--- src/rtl/cva6_region_map.sv ---
// Programmable address-region table with a registered lookup port: 1-cycle latency, lowest index wins.
// Backpressure: the single response register stalls intake (req_ready_o low) while rsp_valid_o && !rsp_ready_i.
module cva6_region_map #(
    parameter int unsigned NumRegions = 4,
    parameter int unsigned AddrWidth  = 64,
    parameter logic [NumRegions-1:0][AddrWidth-1:0] RstBase = {
        AddrWidth'(64'h1000_0000), AddrWidth'(64'h0C00_0000),
        AddrWidth'(64'h0200_0000), AddrWidth'(64'h0000_0000)},
    parameter logic [NumRegions-1:0][AddrWidth-1:0] RstLength = {
        AddrWidth'(64'hEFFF_FFFF), AddrWidth'(64'h03FF_FFFF),
        AddrWidth'(64'h000C_0000), AddrWidth'(64'h0000_1000)},
    parameter logic [NumRegions-1:0][2:0] RstAttr = {3'b111, 3'b000, 3'b000, 3'b110}
) (
    input  logic                 clk_i,
    input  logic                 rst_ni,
    input  logic                 cfg_we_i,
    input  logic [3:0]           cfg_idx_i,
    input  logic [1:0]           cfg_field_i,
    input  logic [AddrWidth-1:0] cfg_wdata_i,
    output logic                 cfg_err_o,
    input  logic                 req_valid_i,
    output logic                 req_ready_o,
    input  logic [AddrWidth-1:0] req_addr_i,
    output logic                 rsp_valid_o,
    input  logic                 rsp_ready_i,
    output logic                 rsp_hit_o,
    output logic [3:0]           rsp_idx_o,
    output logic [2:0]           rsp_attr_o,
    output logic [15:0]          miss_cnt_o
);

    localparam logic [1:0] FieldBase   = 2'd0;
    localparam logic [1:0] FieldLength = 2'd1;
    localparam logic [1:0] FieldAttr   = 2'd2;
    localparam logic [1:0] FieldLock   = 2'd3;

    logic [NumRegions-1:0][AddrWidth-1:0] baseQ;
    logic [NumRegions-1:0][AddrWidth-1:0] lenQ;
    logic [NumRegions-1:0][2:0]           attrQ;
    logic [NumRegions-1:0]                lockQ;

    logic                 idxInRange;
    logic                 selLocked;
    logic                 cfgLegal;
    logic [NumRegions-1:0] regionMatch;
    logic                 matchHit;
    logic [3:0]           matchIdx;
    logic [2:0]           matchAttr;
    logic                 reqAccept;

    logic                 rspValidQ;
    logic                 rspHitQ;
    logic [3:0]           rspIdxQ;
    logic [2:0]           rspAttrQ;
    logic [15:0]          missCntQ;
    logic                 cfgErrQ;

    // ---------------- configuration path ----------------
    assign idxInRange = 32'(cfg_idx_i) < NumRegions;

    always_comb begin
        selLocked = 1'b0;
        for (int i = 0; i < int'(NumRegions); i++) begin
            if (cfg_idx_i == 4'(i)) begin
                selLocked = lockQ[i];
            end
        end
    end

    assign cfgLegal = idxInRange && !selLocked;

    always_ff @(posedge clk_i or negedge rst_ni) begin
        if (!rst_ni) begin
            baseQ <= RstBase;
            lenQ  <= RstLength;
            attrQ <= RstAttr;
            lockQ <= '0;
        end else if (cfg_we_i && cfgLegal) begin
            for (int i = 0; i < int'(NumRegions); i++) begin
                if (cfg_idx_i == 4'(i)) begin
                    case (cfg_field_i)
                        FieldBase:   baseQ[i] <= cfg_wdata_i;
                        FieldLength: lenQ[i]  <= cfg_wdata_i;
                        FieldAttr:   attrQ[i] <= cfg_wdata_i[2:0];
                        FieldLock:   if (cfg_wdata_i[0]) lockQ[i] <= 1'b1;
                        default:     ;
                    endcase
                end
            end
        end
    end

    always_ff @(posedge clk_i or negedge rst_ni) begin
        if (!rst_ni) begin
            cfgErrQ <= 1'b0;
        end else begin
            cfgErrQ <= cfg_we_i && !cfgLegal;
        end
    end

    // ---------------- lookup path ----------------
    // The end bound carries one extra bit so a region reaching the top of the address space never wraps.
    for (genvar g = 0; g < int'(NumRegions); g++) begin : gen_match
        logic [AddrWidth:0] regionEnd;
        assign regionEnd      = {1'b0, baseQ[g]} + {1'b0, lenQ[g]};
        assign regionMatch[g] = (lenQ[g] != '0) && (req_addr_i >= baseQ[g]) &&
                                ({1'b0, req_addr_i} < regionEnd);
    end

    always_comb begin
        matchHit  = 1'b0;
        matchIdx  = 4'd0;
        matchAttr = 3'b000;
        for (int i = int'(NumRegions) - 1; i >= 0; i--) begin
            if (regionMatch[i]) begin
                matchHit  = 1'b1;
                matchIdx  = 4'(i);
                matchAttr = attrQ[i];
            end
        end
    end

    assign req_ready_o = !rspValidQ || rsp_ready_i;
    assign reqAccept   = req_valid_i && req_ready_o;

    always_ff @(posedge clk_i or negedge rst_ni) begin
        if (!rst_ni) begin
            rspValidQ <= 1'b0;
            rspHitQ   <= 1'b0;
            rspIdxQ   <= 4'd0;
            rspAttrQ  <= 3'b000;
        end else if (reqAccept) begin
            rspValidQ <= 1'b1;
            rspHitQ   <= matchHit;
            rspIdxQ   <= matchIdx;
            rspAttrQ  <= matchAttr;
        end else if (rsp_ready_i) begin
            rspValidQ <= 1'b0;
        end
    end

    always_ff @(posedge clk_i or negedge rst_ni) begin
        if (!rst_ni) begin
            missCntQ <= 16'd0;
        end else if (reqAccept && !matchHit && (missCntQ != 16'hFFFF)) begin
            missCntQ <= missCntQ + 16'd1;
        end
    end

    assign rsp_valid_o = rspValidQ;
    assign rsp_hit_o   = rspHitQ;
    assign rsp_idx_o   = rspIdxQ;
    assign rsp_attr_o  = rspAttrQ;
    assign miss_cnt_o  = missCntQ;
    assign cfg_err_o   = cfgErrQ;

endmodule

--- config.mk ---
export PLATFORM = sky130hd
export DESIGN_NAME = cva6_region_map
export DESIGN_NICKNAME = d
export VERILOG_FILES = /design/src/rtl/cva6_region_map.sv
export SDC_FILE = /design/constraint.sdc
export NUM_CORES = 2
export LEC_CHECK = 0
export ABC_CLOCK_PERIOD_IN_PS = 7000
export BUFFER_PORTS_ARGS = -buffer_cell sky130_fd_sc_hd__buf_4
export CORE_UTILIZATION = 64
export CTS_CLUSTER_SIZE = 10
export DETAILED_ROUTE_END_ITERATION = 8
export MAX_ROUTING_LAYER = met4
export PLACE_DENSITY = 0.82
export RECOVER_POWER = 100
export SYNTH_ARGS = -nofsm -noshare
export SYNTH_HDL_FRONTEND = slang
export SYNTH_SLANG_ARGS = --single-unit
--- constraint.sdc ---
create_clock -name clk_i -period 7 [get_ports clk_i]
set_input_delay 0.35 -clock clk_i [delete_from_list [all_inputs] [get_ports clk_i]]
set_output_delay 0.35 -clock clk_i [all_outputs]
set_load 0.03 [all_outputs]
* After elaboration in Yosys (flattened, before gate mapping) *
Index checks and enable logic that the tools add are counted.

cells by class
  $add $sub $neg = 5
  magnitude comparators = 9
  equality and inequality tests = 7
  mux-type cells = 18
  reduce and logical (&&, ||, !) cells = 42

operators with widths
  operator                 count
  $add A64 B64 Y65         4
  $lt A64 B65 Y1           4
  $ge A64 B64 Y1           4
  $reduce_bool A64 Y1      4
  $reduce_and A3 Y1        12
  $add A16 B1 Y16 const B  1
  $ne A16 B16 Y1 const B   1
  $reduce_and A4 Y1        4
  $logic_and A1 B1 Y1      14
  $mux W3                  4
  $mux W4                  3
  $mux W1                  10
  $eq A4 B2 Y1 const B     2
  $eq A2 B2 Y1 const B     2
  $eq A4 B1 Y1 const B     1
  $logic_not A1 Y1         4
  $logic_not A4 Y1         1
  $lt A4 B3 Y1 const B     1
  $eq A2 B1 Y1 const B     1
  $logic_not A2 Y1         1
  $mux W2                  1
  $reduce_bool A2 Y1       1
  $logic_or A1 B1 Y1       1

storage, ports and cells
  register bits after elaboration = 554
  output and inout port bits = 27
  logic and storage cells = 103

* Logic depth before layout (Yosys ltp) *
  depth in word-level cells = 10
  mapped depth = 27
  gate-level depth less buffers = 26

* Least setup slack after synthesis *
OpenSTA, ideal clock, no wires.

  kind = reg2reg
  from = reg lenQ[128] (netlist bit)
  to = reg missCntQ[1] (netlist: miss_cnt_o[1])
  data arrival time = 5.615 ns
  slack = 1.260 ns
  stages on the path, launching flop included = 27
  buffers on the path = 1
  path through = dfstp_2 -> ha_1 -> inv_1 -> fa_1 -> nor2b_1 -> o31ai_1 -> a21oi_1 -> o31ai_1 -> a211oi_1 -> o211ai_1 -> o21bai_1 -> a221o_1 -> a21oi_1 -> o21ai_0 -> xnor2_1 -> ha_1 -> nand4_1 -> nor4_1 -> nand2_1 -> nor4_1 -> nand4_1 -> o211ai_1 -> a31o_2 -> clkbuf_1 -> nand4_4 -> nor2_1 -> mux2_2

on the way
  longest elaborated chain between the ends = 9
  elaborated cells on any way between the ends = 11

RTL lines
  what                                                     line      text
  from (decl)                                              38        logic [NumRegions-1:0][AddrWidth-1:0] lenQ;
  from (signal assigned)                                   75        lenQ <= RstLength;
  from (signal, indexed assignment)                        83        FieldLength: lenQ[i] <= cfg_wdata_i;
  $add A64 B64 Y65 or $reduce_bool A64 Y1 (tied branches)  105, 106
  $lt A64 B65 Y1 or $logic_and A1 B1 Y1 (tied branches)    107, 106
  $logic_and A1 B1 Y1 (*)                                  106       assign regionMatch[g] = (lenQ[g] != '0) && (req_addr_i >= baseQ[g]) &&
  $mux W1 (*) (3 in a row)                                 115       if (regionMatch[i]) begin
  $logic_not A1 Y1 (*)                                     145       end else if (reqAccept && !matchHit && (missCntQ != 16'hFFFF)) begin
  $logic_and A1 B1 Y1 (*) (2 in a row)                     145
  to (signal assigned)                                     146       missCntQ <= missCntQ + 16'd1;
  to (decl)                                                55        logic [15:0] missCntQ;

Mark *: on every way between the ends. The rest lies on a longest branch, timed or not.
A chain may end at the register's enable or synchronous reset.

* Final worst setup path *
  from = reg baseQ[64] (netlist bit)
  to = reg missCntQ[5] (netlist: miss_cnt_o[5])

on the way
  longest elaborated chain between the ends = 8
  elaborated cells on any way between the ends = 10

RTL lines
  what                                                   line      text
  from (decl)                                            37        logic [NumRegions-1:0][AddrWidth-1:0] baseQ;
  from (signal assigned)                                 74        baseQ <= RstBase;
  from (signal, indexed assignment)                      82        FieldBase: baseQ[i] <= cfg_wdata_i;
  $add A64 B64 Y65 or $ge A64 B64 Y1 (tied branches)     105, 106
  $lt A64 B65 Y1 or $logic_and A1 B1 Y1 (tied branches)  107, 106
  $logic_and A1 B1 Y1 (*)                                106
  $mux W1 (*) (2 in a row)                               115
  $logic_not A1 Y1 (*)                                   145
  $logic_and A1 B1 Y1 (*) (2 in a row)                   145

Marked as above.

==> run_results.csv <==
group,metric,value,unit
timing,slew_violations,632,
critical_path,critPathMaxStageDelay,0.59,ns
critical_path,crit_type,"flip-flop to flip-flop",
yosys,yosys_warnings,0,
yosys,synth_cell_type_count,85,
route,vias_per_cell,6.748,
timing,finalHoldViolations,0,
timing,tns,0,ns
yosys,synthArstFlopShare,100.0,%
route,first_pass_iters,6,
critical_path,cp_max_fo,10,
place,dp_cells,5932,
route,drt.antenna.violating_nets,0,
yosys,syn_avg_cell_area,9.612,sq um
timing,max_freq,0.1481,GHz
clock_network,cts_tree,"done",
clock_network,cts.clk_slew.worst_paths,0.06,ns
route,drt_iter0_markers,4106,
finish,multiInputGateArea,31640,sq um
yosys,postSynthRegisterBits,552,
critical_path,path_buf_inv,1,
global_routing,antenna_found_initial,3,
route,vias,40850,
critical_path,critPathRequiredTime,7.52,ns
yosys,yosysMostFrequentCell,"ha_1",
pwr,power_density,246.8,nW/um^2
clock_network,cts_max_level,3,
finish,final_net_count,5959,
clock_network,cts_buffers,70,
critical_path,cp_slowest_cell,"or4_1",
global_routing,grt_pass1_vias,39250,
yosys,netlist_instances,4909,
global_routing,grt_pass1_wl,231300,um
finish,drive_gt1_share,17.73,%
critical_path,critical_path.startpoint_type,"flip-flop",
route,drc_errors,0,
yosys,synth_top_area_cell,"dfrtp_1",
timing,period_minus_slack,6.750,ns
place,port_buffers,163,
yosys,synth_top_cells_by_count,"765 x ha_1, 525 x mux2_2, 483 x dfrtp_1, 405 x a21oi_1, 323 x inv_1",
yosys,synth_area,47190,sq um
finish,fillCellCount,5690,
yosys,synth_ff_type,"dfrtp_1",
timing,min_period_over_period,96.43,%
finish,fin_cells,6054,
timing,worst_slack,0.2496,ns
global_routing,grtUsageTotal,41.67,%
job,maxCapViolCount,9,
place,gp_congestion,1.031,
floorplanning,start_util,64.68,%
place,place_ws,0.2273,ns
timing,slew_headroom,-274.2,%
pwr,max-vdd-ir-drop,205.8,uV
clock_network,clockBufferDepth,3,
route,wl_per_cell,25.32,um
floorplanning,die_area,74820,sq um
finish,final_util,70.59,%
floorplanning,fp.dieW,273.5,um
yosys,synth_top_area_share,25.61,%
yosys,synth-edff-count,0,
min_path,hp-class,"input port to flip-flop",
outcome,status,"finished with violations",
global_routing,grt_max_degree,126,
yosys,synth.area.top_cells,"dfrtp_1 26%, ha_1 20%, mux2_2 13%, a21oi_1 4.3%, dfstp_2 3.8%",
critical_path,cp_top_family,"compound AO/OA/AOI/OAI gates",
pwr,power,12.71,mW
timing,skew,0.03682,ns
floorplanning,row_count,99,
critical_path,worstPathArrival,7.27,ns
place,dpl.hpwl,118300,um
clock_network,clk_latency,0.64,ns
clock_network,cts_sinks,552,
timing,worstMarginPinSlew,5.613,ns
floorplanning,ios,166,
floorplanning,coreArea,72960,sq um
timing,rsz0062_at_grt,"false",
clock_network,root_buffer,"clkbuf_16",
timing,setup_viol_count_final,0,
global_routing,grt_overflow_total,0,
outcome,failed_checks,"capacitance limit, slew limit",
pwr,power.leakage,25.06,nW
route,wl,153300,um
finish,regArea,13900,sq um
floorplanning,die_y,273.5,um
yosys,yosysSeqAreaShare,29.46,%
critical_path,cp_cell_sequence,"ha_1, fa_1, a211oi_1, o21ai_0, a21oi_2, o21ai_1, a21o_1, a21o_1, a21oi_1, o21a_1, o21ai_0, xnor2_1, ha_1, nand4_1, or4_1, nor2_1, a211oi_1, o21ai_1, a31oi_1, o21ai_2, nand4_4, clkbuf_2, nor3_2, xor2_1",
critical_path,worstSetupEndpointType,"flip-flop",
finish,area_growth,9.143,%
## per-layer routing
layer,share of wire [%],track usage [%]
met3,7.5,6.404
met5,0,-
met4,6.6,22.70
met1,41,51.78
met2,45,65.12
## layout by cell type, fill, tap and decap left out, drive strengths merged, types with 9 or more instances in the layout
master,n
or3,16
nor2,194
xor2,143
and3,47
a2111oi,17
a211o,12
o21bai,41
ha,765
and4,20
dfrtp,483
clkbuf,137
nand2b,35
nor2b,44
and2,24
a211oi,56
nor4,89
mux2,525
dfstp,69
nand3,93
o2111ai,10
a221oi,28
nand4,135
o21a,44
a31oi,45
a41oi,9
xnor2,111
nor3,44
a21oi,407
o211ai,36
o21ai,260
a21boi,13
or2,13
nand2,271
a21o,229
a31o,10
inv,325
buf,157
o31ai,18
## final timing paths
| kind | to | slack, ns | from | cells after the start |
|---|---|---|---|---|
| max in group asynchronous | baseQ[247] | 1.05 | rst_ni | 3 |
| max | miss_cnt_o[5] | 0.25 | baseQ[64] | 24 |
| min | lockQ[2] | 0.02 | cfg_field_i[1] | 2 |
| max reg2reg | miss_cnt_o[5] | 0.25 | baseQ[64] | 24 |
| min in group asynchronous | baseQ[147] | 2.52 | rst_ni | 2 |
| min reg2reg | miss_cnt_o[9] | 0.49 | miss_cnt_o[9] | 1 |
## registers in the layout (all words and copies together) (netlist names)
name         flops
baseQ          256
lenQ           256
miss_cnt_o      16
attrQ           12
lockQ            4
rsp_attr_o       3
rsp_idx_o        2
cfg_err_o        1
rsp_hit_o        1
rsp_valid_o      1
## cells by family (layout without fill, tap and decap cells)
| kind of cell | Yosys count | after routing | share of synthesized area [%] |
|---|---|---|---|
| other | 1 | 4 | 0.007947 |
| AND/OR/NAND/NOR | 1053 | 1053 | 11.45 |
| XOR/XNOR | 254 | 254 | 4.715 |
| AO/OA/AOI/OAI | 1303 | 1303 | 17.70 |
| multiplexers | 527 | 527 | 12.60 |
| flip-flops | 552 | 552 | 29.46 |
| adder cells (fa/ha/maj) | 769 | 769 | 20.45 |
| buffers and inverters | 450 | 633 | 3.619 |
## stage by stage
step	area (sq um)	hold slack [ns]
2_1_floorplan	47190	0.05441
3_3_place_gp	49440	0.4746
3_5_place_dp	49440	0.4835
4_1_cts	51620	0.007413
5_1_grt	51500	0.03027
6_report	51500	0.02189
## where the power goes
group          leakage, nW  switching (mW)  internal [mW]  total, mW
sequential            7.10           0.485           3.68       4.17
combinational         16.9            2.98           2.07       5.05
clock                 1.05            1.45           2.04       3.49
total                 25.1            4.91           7.80       12.7
## repair_timing
action | 4_1_cts | 5_1_grt
setup endpoints to repair | 0 | 19
hold buffers | 4 | 0
buffers inserted | 0 | 2
resized for setup | 0 | 11
endpoints found under the hold margin | 78 | 0
## worst register-to-register path, cell delays in order, from the launching register on
cell and delay, ns:
dfrtp_1 0.40, ha_1 0.24, fa_1 0.44, a211oi_1 0.30
o21ai_0 0.20, a21oi_2 0.34, o21ai_1 0.27, a21o_1 0.23
a21o_1 0.20, a21oi_1 0.31, o21a_1 0.21, o21ai_0 0.12
xnor2_1 0.16, ha_1 0.33, nand4_1 0.14, or4_1 0.59
nor2_1 0.13, a211oi_1 0.21, o21ai_1 0.31, a31oi_1 0.18
o21ai_2 0.38, nand4_4 0.30, clkbuf_2 0.25, nor3_2 0.21
xor2_1 0.19
## layout make-up
type / count / share of cell area (%)
sequential: 552 / 26.99
multi-input combinational: 3908 / 61.44
antenna: 2 / 0.009718
inverter: 323 / 2.354
timing repair buffer: 196 / 2.711
clock buffer: 103 / 3.962
tap: 959 / 2.330
clock inverter: 11 / 0.2041
Note: power is estimated with default switching activity, not from simulation.
